**src/rtl/grey_frame_ctrl.sv**
```systemverilog
// Raster-order frame sequencer: memory read -> greyscale converter -> grey-buffer write, one pixel at a time.
// 4 cycles/pixel unstalled plus one DONE cycle; stalls in CONV/WRITE hold all pixel outputs until the handshake completes.
module grey_frame_ctrl #(
    parameter int IMG_W  = 320,
    parameter int IMG_H  = 240,
    parameter int ADDR_W = 17
) (
    input  logic              clk,
    input  logic              rst,
    input  logic              start,
    input  logic              abort,
    output logic              busy,
    output logic              done,
    output logic              rd_en,
    output logic [ADDR_W-1:0] rd_addr,
    input  logic [11:0]       rd_data,
    output logic [11:0]       conv_pixel_in,
    output logic              conv_in_ready,
    input  logic [3:0]        conv_pixel_out,
    input  logic              conv_out_ready,
    output logic              wr_en,
    output logic [ADDR_W-1:0] wr_addr,
    output logic [3:0]        wr_data,
    input  logic              wr_ready
);

    typedef enum logic [2:0] {
        S_IDLE,
        S_FETCH,
        S_CAPT,
        S_CONV,
        S_WRITE,
        S_DONE
    } state_t;

    localparam int                NPIX     = IMG_W * IMG_H;
    localparam logic [ADDR_W-1:0] LAST_PIX = ADDR_W'(NPIX - 1);

    state_t            state;
    state_t            state_nxt;
    logic [ADDR_W-1:0] pix_cnt;

    always_ff @(posedge clk or negedge rst) begin
        if (!rst) begin
            state <= S_IDLE;
        end else begin
            state <= state_nxt;
        end
    end

    // Every output below is a pure decode of the state register.
    always_comb begin
        state_nxt     = state;
        busy          = 1'b0;
        done          = 1'b0;
        rd_en         = 1'b0;
        conv_in_ready = 1'b0;
        wr_en         = 1'b0;
        case (state)
            S_IDLE: begin
                if (start && !abort) begin
                    state_nxt = S_FETCH;
                end
            end
            S_FETCH: begin
                busy      = 1'b1;
                rd_en     = 1'b1;
                state_nxt = S_CAPT;
            end
            S_CAPT: begin
                busy      = 1'b1;
                state_nxt = S_CONV;
            end
            S_CONV: begin
                busy          = 1'b1;
                conv_in_ready = 1'b1;
                if (conv_out_ready) begin
                    state_nxt = S_WRITE;
                end
            end
            S_WRITE: begin
                busy  = 1'b1;
                wr_en = 1'b1;
                if (wr_ready) begin
                    state_nxt = (pix_cnt == LAST_PIX) ? S_DONE : S_FETCH;
                end
            end
            S_DONE: begin
                busy      = 1'b1;
                done      = 1'b1;
                state_nxt = S_IDLE;
            end
            default: begin
                state_nxt = S_IDLE;
            end
        endcase
        if (abort && state != S_IDLE) begin
            state_nxt = S_IDLE;
        end
    end

    always_ff @(posedge clk or negedge rst) begin
        if (!rst) begin
            pix_cnt       <= '0;
            conv_pixel_in <= '0;
            wr_addr       <= '0;
            wr_data       <= '0;
        end else begin
            // A beat accepted in the same cycle as abort is deliberately not counted.
            if (abort || state == S_DONE) begin
                pix_cnt <= '0;
            end else if (state == S_WRITE && wr_ready && pix_cnt != LAST_PIX) begin
                pix_cnt <= pix_cnt + ADDR_W'(1);
            end
            if (state == S_CAPT) begin
                conv_pixel_in <= rd_data;
            end
            if (state == S_CONV && conv_out_ready) begin
                wr_data <= conv_pixel_out;
                wr_addr <= pix_cnt;
            end
        end
    end

    assign rd_addr = pix_cnt;

endmodule

```
**config.mk**
```make
export PLATFORM = sky130hd
export DESIGN_NAME = grey_frame_ctrl
export DESIGN_NICKNAME = d
export VERILOG_FILES = /design/src/rtl/grey_frame_ctrl.sv
export SDC_FILE = /design/constraint.sdc
export NUM_CORES = 1
export LEC_CHECK = 0
export CAP_MARGIN = 20
export CORE_MARGIN = 4
export CORE_UTILIZATION = 46
export CTS_BUF_LIST = sky130_fd_sc_hd__clkbuf_16
export DETAILED_ROUTE_END_ITERATION = 10
export HOLD_SLACK_MARGIN = 0.05
export PLACE_DENSITY_LB_ADDON = 0.25
export SLEW_MARGIN = 30
export SYNTH_ARGS = -nofsm -noshare
export SYNTH_HDL_FRONTEND = slang
export SYNTH_SLANG_ARGS = --single-unit
```
**constraint.sdc**
```tcl
create_clock -name clk -period 2.3 [get_ports clk]
set_clock_uncertainty 0.1 [all_clocks]
set_input_delay 0.69 -clock clk [delete_from_list [all_inputs] [get_ports clk]]
set_output_delay 0.69 -clock clk [all_outputs]
set_load 0.1 [all_outputs]
```
; ---- Yosys cells after proc, flatten, opt, wreduce, memory -nomap -nowiden
; Index checks and enable logic that the tools add are counted.
[op_classes]
n_addsub = 1
n_eq_ne = 10
n_mux = 13
n_reduce_logical = 12
[op_table]
columns = op, n
row1 = $mux W17, 2
row2 = $add A17 B1 Y17 const B, 1
row3 = $eq A17 B17 Y1 const B, 1
row4 = $ne A17 B17 Y1 const B, 1
row5 = $mux W3, 5
row6 = $pmux W3 S5, 1
row7 = $ne A3 B3 Y1 const B, 3
row8 = $eq A3 B2 Y1 const B, 2
row9 = $eq A3 B3 Y1 const B, 2
row10 = $logic_and A1 B1 Y1, 5
row11 = $mux W1, 5
row12 = $reduce_or A5 Y1, 1
row13 = $eq A3 B1 Y1 const B, 1
row14 = $logic_not A3 Y1, 1
row15 = $reduce_and A3 Y1, 1
row16 = $reduce_bool A3 Y1, 1
row17 = $reduce_bool A2 Y1, 1
row18 = $logic_not A1 Y1, 1
row19 = $logic_or A1 B1 Y1, 1
[word_totals]
register_bits = 53
out_inout_bits = 55
elab_cells = 41

; ---- Logic depth before layout (Yosys ltp)
[depth]
word_depth = 5
depth_mapped = 6
ltp_nobuf = 5

; ---- Worst setup path after synthesis
; No wires, ideal clock.
[synth_path]
path_type = flip-flop to output port
start = register state[2]
end = output port conv_in_ready
arrival_ps = 2721
required_time_ps = 1510
setup_slack_ps = -1211
stages_incl_launch_ff = 3
cell_sequence = dfrtp_1 -> buf_2 -> nor3b_1
[synth_via]
elab_chain_cells = 2
[synth_rtl]
columns = item, line
row1 = "start, declared", 39  ; state_t state;
row2 = "start signal, assigned", 47  ; state <= state_nxt;
row3 = $eq A3 B2 Y1, 59  ; case (state)
row4 = $mux W1, 59
row5 = "end, declared", 18  ; output logic conv_in_ready,
; No other way between the ends.

; ---- Final worst setup path
[layout_path]
start = input port wr_ready
end = register pix_cnt[12], in the netlist rd_addr[12]
[layout_via]
elab_chain_cells = 3
[layout_rtl]
columns = item, line
row1 = "start, declared", 24  ; input logic wr_ready
row2 = $logic_and A1 B1 Y1 (2 in a row), 112  ; end else if (state == S_WRITE && wr_ready && pix_cnt != LAST_PIX) begin
row3 = $reduce_bool A2 Y1 (no source line), -
row4 = "end signal, assigned", 113  ; pix_cnt <= pix_cnt + ADDR_W'(1);
row5 = "end, declared", 41  ; logic [ADDR_W-1:0] pix_cnt;
; No other way between the ends.
; A chain may end at the register's enable or synchronous reset.

==> reports/results.tsv <==
stage	metric	value	unit
synth	synthCells	201	
layout	fill_cells	337	
die	pin_count	77	
drt	drtIter0Drc	183	
global_route	grt_overflow	0	
cts	numCtsBuffers	5	
synth	synth_edf_count	0	
pwr	p_leak	1.68	nW
setup_path	reg2reg_slack	0.20	ns
layout	design_area	3810	um2
sta	setup_slack	0.00538	ns
die	die_x	81.0	um
synth	yosysUniqueCellTypes	39	
setup_path	startpoint_type	input port	
placement	dp.final_hpwl	4.33	mm
setup_path	critPathKind	input port to flop	
pwr	peakVddDrop	963	uV
pwr	pwr_density_cell	852	nW/um2
layout	fin_nets	316	
synth	ys_seq_area_share	54.2	%
drt	vias	2026	
layout	syn_to_final_growth	55.5	%
job	cap_violations	0	
global_route	use_met2	33.0	%
drt	drc	0	
die	num_rows	26	
cts	cts_tree	built	
drt	ant_nets	0	
setup_path	r2r_cells	5	
setup_path	slowest_delay	0.52	ns
synth	yosys_warnings	0	
pwr	swShare	43.1	%
hold_path	min_path_type	input port to asynchronous set/reset pin	
die	start_util	47.6	%
cts	cts.clk_slew.worst_paths	0.06	ns
setup_path	critPathRequiredTime	2.40	ns
die	die_area	6550	um2
die	coreArea	5140	um2
setup_path	crit_path_cell_trace	clkdlybuf4s50_1, and4bb_2, nand4_4, buf_4, or3_1, a21oi_1	
sta	setup_viol	0	
setup_path	crit_slowest_cell	clkdlybuf4s50_1	
global_route	met1_usage	25.3	%
global_route	grt_pass1_vias	2021	
drt	firstDrtPassIters	4	
global_route	grt_pass1_wl	9.87	mm
sta	fin_hold_ws	0.284	ns
placement	io_buffers	76	
setup_path	path_max_fanout	9	
cts	cts.sinks	53	
layout	antennaDiodeCount	0	
pwr	p_int	1.84	mW
pwr	pwr-share-clk	25.2	%
sta	finalCriticalPeriod	2.29	ns
drt	wl_per_cell	16.8	um
drt	drt_wl_total	6.11	mm
cts	htreeDepth	2	
global_route	busiest_layer	met2	
placement	preCtsSetupSlack	-0.264	ns
setup_path	timing.rr.start	rd_addr[13]$_DFFE_PN0P_	
sta	fmax	0.436	GHz
cts	clk_latency	0.29	ns
cts	cts-root-buf	clkbuf_16	
global_route	grt_start_max_net_pins	54	
drt	vias_per_cell	5.57	
synth	ys.flop_type	dfrtp_1	
layout	drive_gt1_share	44.2	%
sta	relSlewSlack	45.0	%
cts	cts_buffer_depth	2	
pwr	switchingPower	1.40	mW
synth	async_flop_share	100	%
sta	tightest_slew	0.818	ns
pwr	p_total	3.24	mW
synth	synth.avg_cell_area	12.2	um2
outcome	outcome	complete, no violations	
pwr	seqPwrFrac	34.4	%
global_route	grt_use_met3	4.55	%
cts	hold_buffers	0	
sta	maxSlewViolCount	0	
sta	hold_viol	0	
global_route	antenna_found_initial	0	
placement	placedInstanceArea	3620	um2
setup_path	arrival	2.40	ns
global_route	track_usage	19.7	%
sta	rsz0062_at_grt	true	
layout	final_common_cell	buf_4	
synth	ys_ff_latch	53	
synth	synth_area	2450	um2
synth	synth_nets	224	
placement	gp_congestion	0.813	
pwr	comb_power_share	40.4	%
setup_path	rr_endpoint	rd_addr[0]$_DFFE_PN0P_	
setup_path	end_kind	flop	
layout	layout_common_cells	46 x buf_4, 39 x dfrtp_1, 28 x buf_12, 22 x mux2_2, 20 x clkdlybuf4s50_1	
die	die_y	81.0	um
sta	period_share	99.8	%
## Yosys cell counts (3+ instances only)
library cell,number,area (um2)
o31ai_1,10,75.1
mux2_1,9,101
or4_1,11,82.6
o21ai_1,3,15.0
mux2_2,22,248
nand4_2,3,37.5
nand4b_1,3,26.3
inv_1,5,18.8
clkbuf_1,3,11.3
nand2_1,9,33.8
o21ai_0,4,20.0
or3_1,4,25.0
buf_2,3,15.0
and3_1,4,25.0
buf_6,3,33.8
dfrtp_1,53,1330
nor2_1,3,11.3
nor3_1,3,15.0
a21oi_1,16,80.1
nand3_1,6,30.0
## power by group through the flow
stage / logic (mW) / clock network (mW) / registers, mW
3_5_place_dp: 1.32 / 0 / 1.13
3_3_place_gp: 1.31 / 0 / 1.13
6_report: 1.31 / 0.817 / 1.12
2_1_floorplan: 0.193 / 0 / 1.94
5_1_grt: 1.35 / 0.881 / 1.13
4_1_cts: 1.32 / 0.837 / 1.12
## registers in the layout (all words and copies together) (netlist names)
| signal | cells |
|---|---|
| wr_addr | 17 |
| rd_addr | 17 |
| state | 3 |
| conv_pixel_in | 12 |
| wr_data | 4 |
## cell type report
cell class	count	area [um2]	area share, %
repair buffers	95	1110	29.2
multi-input cells	133	1080	28.5
well taps	70	87.6	2.30
clock buffers	5	125	3.29
clock inverters	3	37.5	0.986
inverters	5	18.8	0.493
flip-flops and latches	53	1340	35.3
## repair_timing
action                     in CTS  in global routing
setup endpoints to repair       2                  3
gates resized for setup         2                  2
cloned                          0                  0
buffers inserted                0                  1
## metrics by stage
step / setup TNS, ns / util, % / cells
floorplan: -0.685 / - / 201
global placement: -1.58 / 70.4 / 355
detailed placement: -1.87 / 70.4 / 355
CTS: 0 / 73.8 / 363
global route: -0.0909 / 74.1 / 364
finish: 0 / 74.1 / 364
## critical path: cells and delay by family
| kind | cells | cell delay, ns |
|---|---|---|
| and+or+nand+nor | 3 | 0.83 |
| AOI/OAI and AO/OA | 1 | 0.16 |
| buffers and inverters | 2 | 0.71 |
## cells by family (layout without fill, tap and decap cells)
group           Yosys count  count (layout)  share of synthesized area (%)
simple gates             60              60                           17.3
mux                      33              33                           15.1
buf+inv                  15             108                           3.37
flops                    53              53                           54.2
fa+ha+maj                 1               1                          0.511
compound gates           39              39                           9.61
## per-layer routing
layer	vias up	part of all wire [%]	wire length (um)
met1	995	41	2510
met2	72	51	3090
met4	0	1.2	74
li1	952	-	-
met3	7	7.3	444
met5	-	0	0
## worst max-delay path by stage
stage / from / slack [ns] / cells past startpoint / endpoint
after floorplan: state[1]$_DFFE_PN0P_ / -0.23 / 3 / conv_in_ready
after global placement: wr_ready / -0.24 / 5 / rd_addr[16]$_DFFE_PN0P_
after detailed placement: wr_ready / -0.26 / 5 / rd_addr[16]$_DFFE_PN0P_
after CTS: wr_ready / 0.04 / 6 / rd_addr[12]$_DFFE_PN0P_
after global routing: wr_ready / -0.03 / 5 / rd_addr[16]$_DFFE_PN0P_
final: wr_ready / 0.005 / 6 / rd_addr[12]$_DFFE_PN0P_
Power figures use the tool's default switching activity.
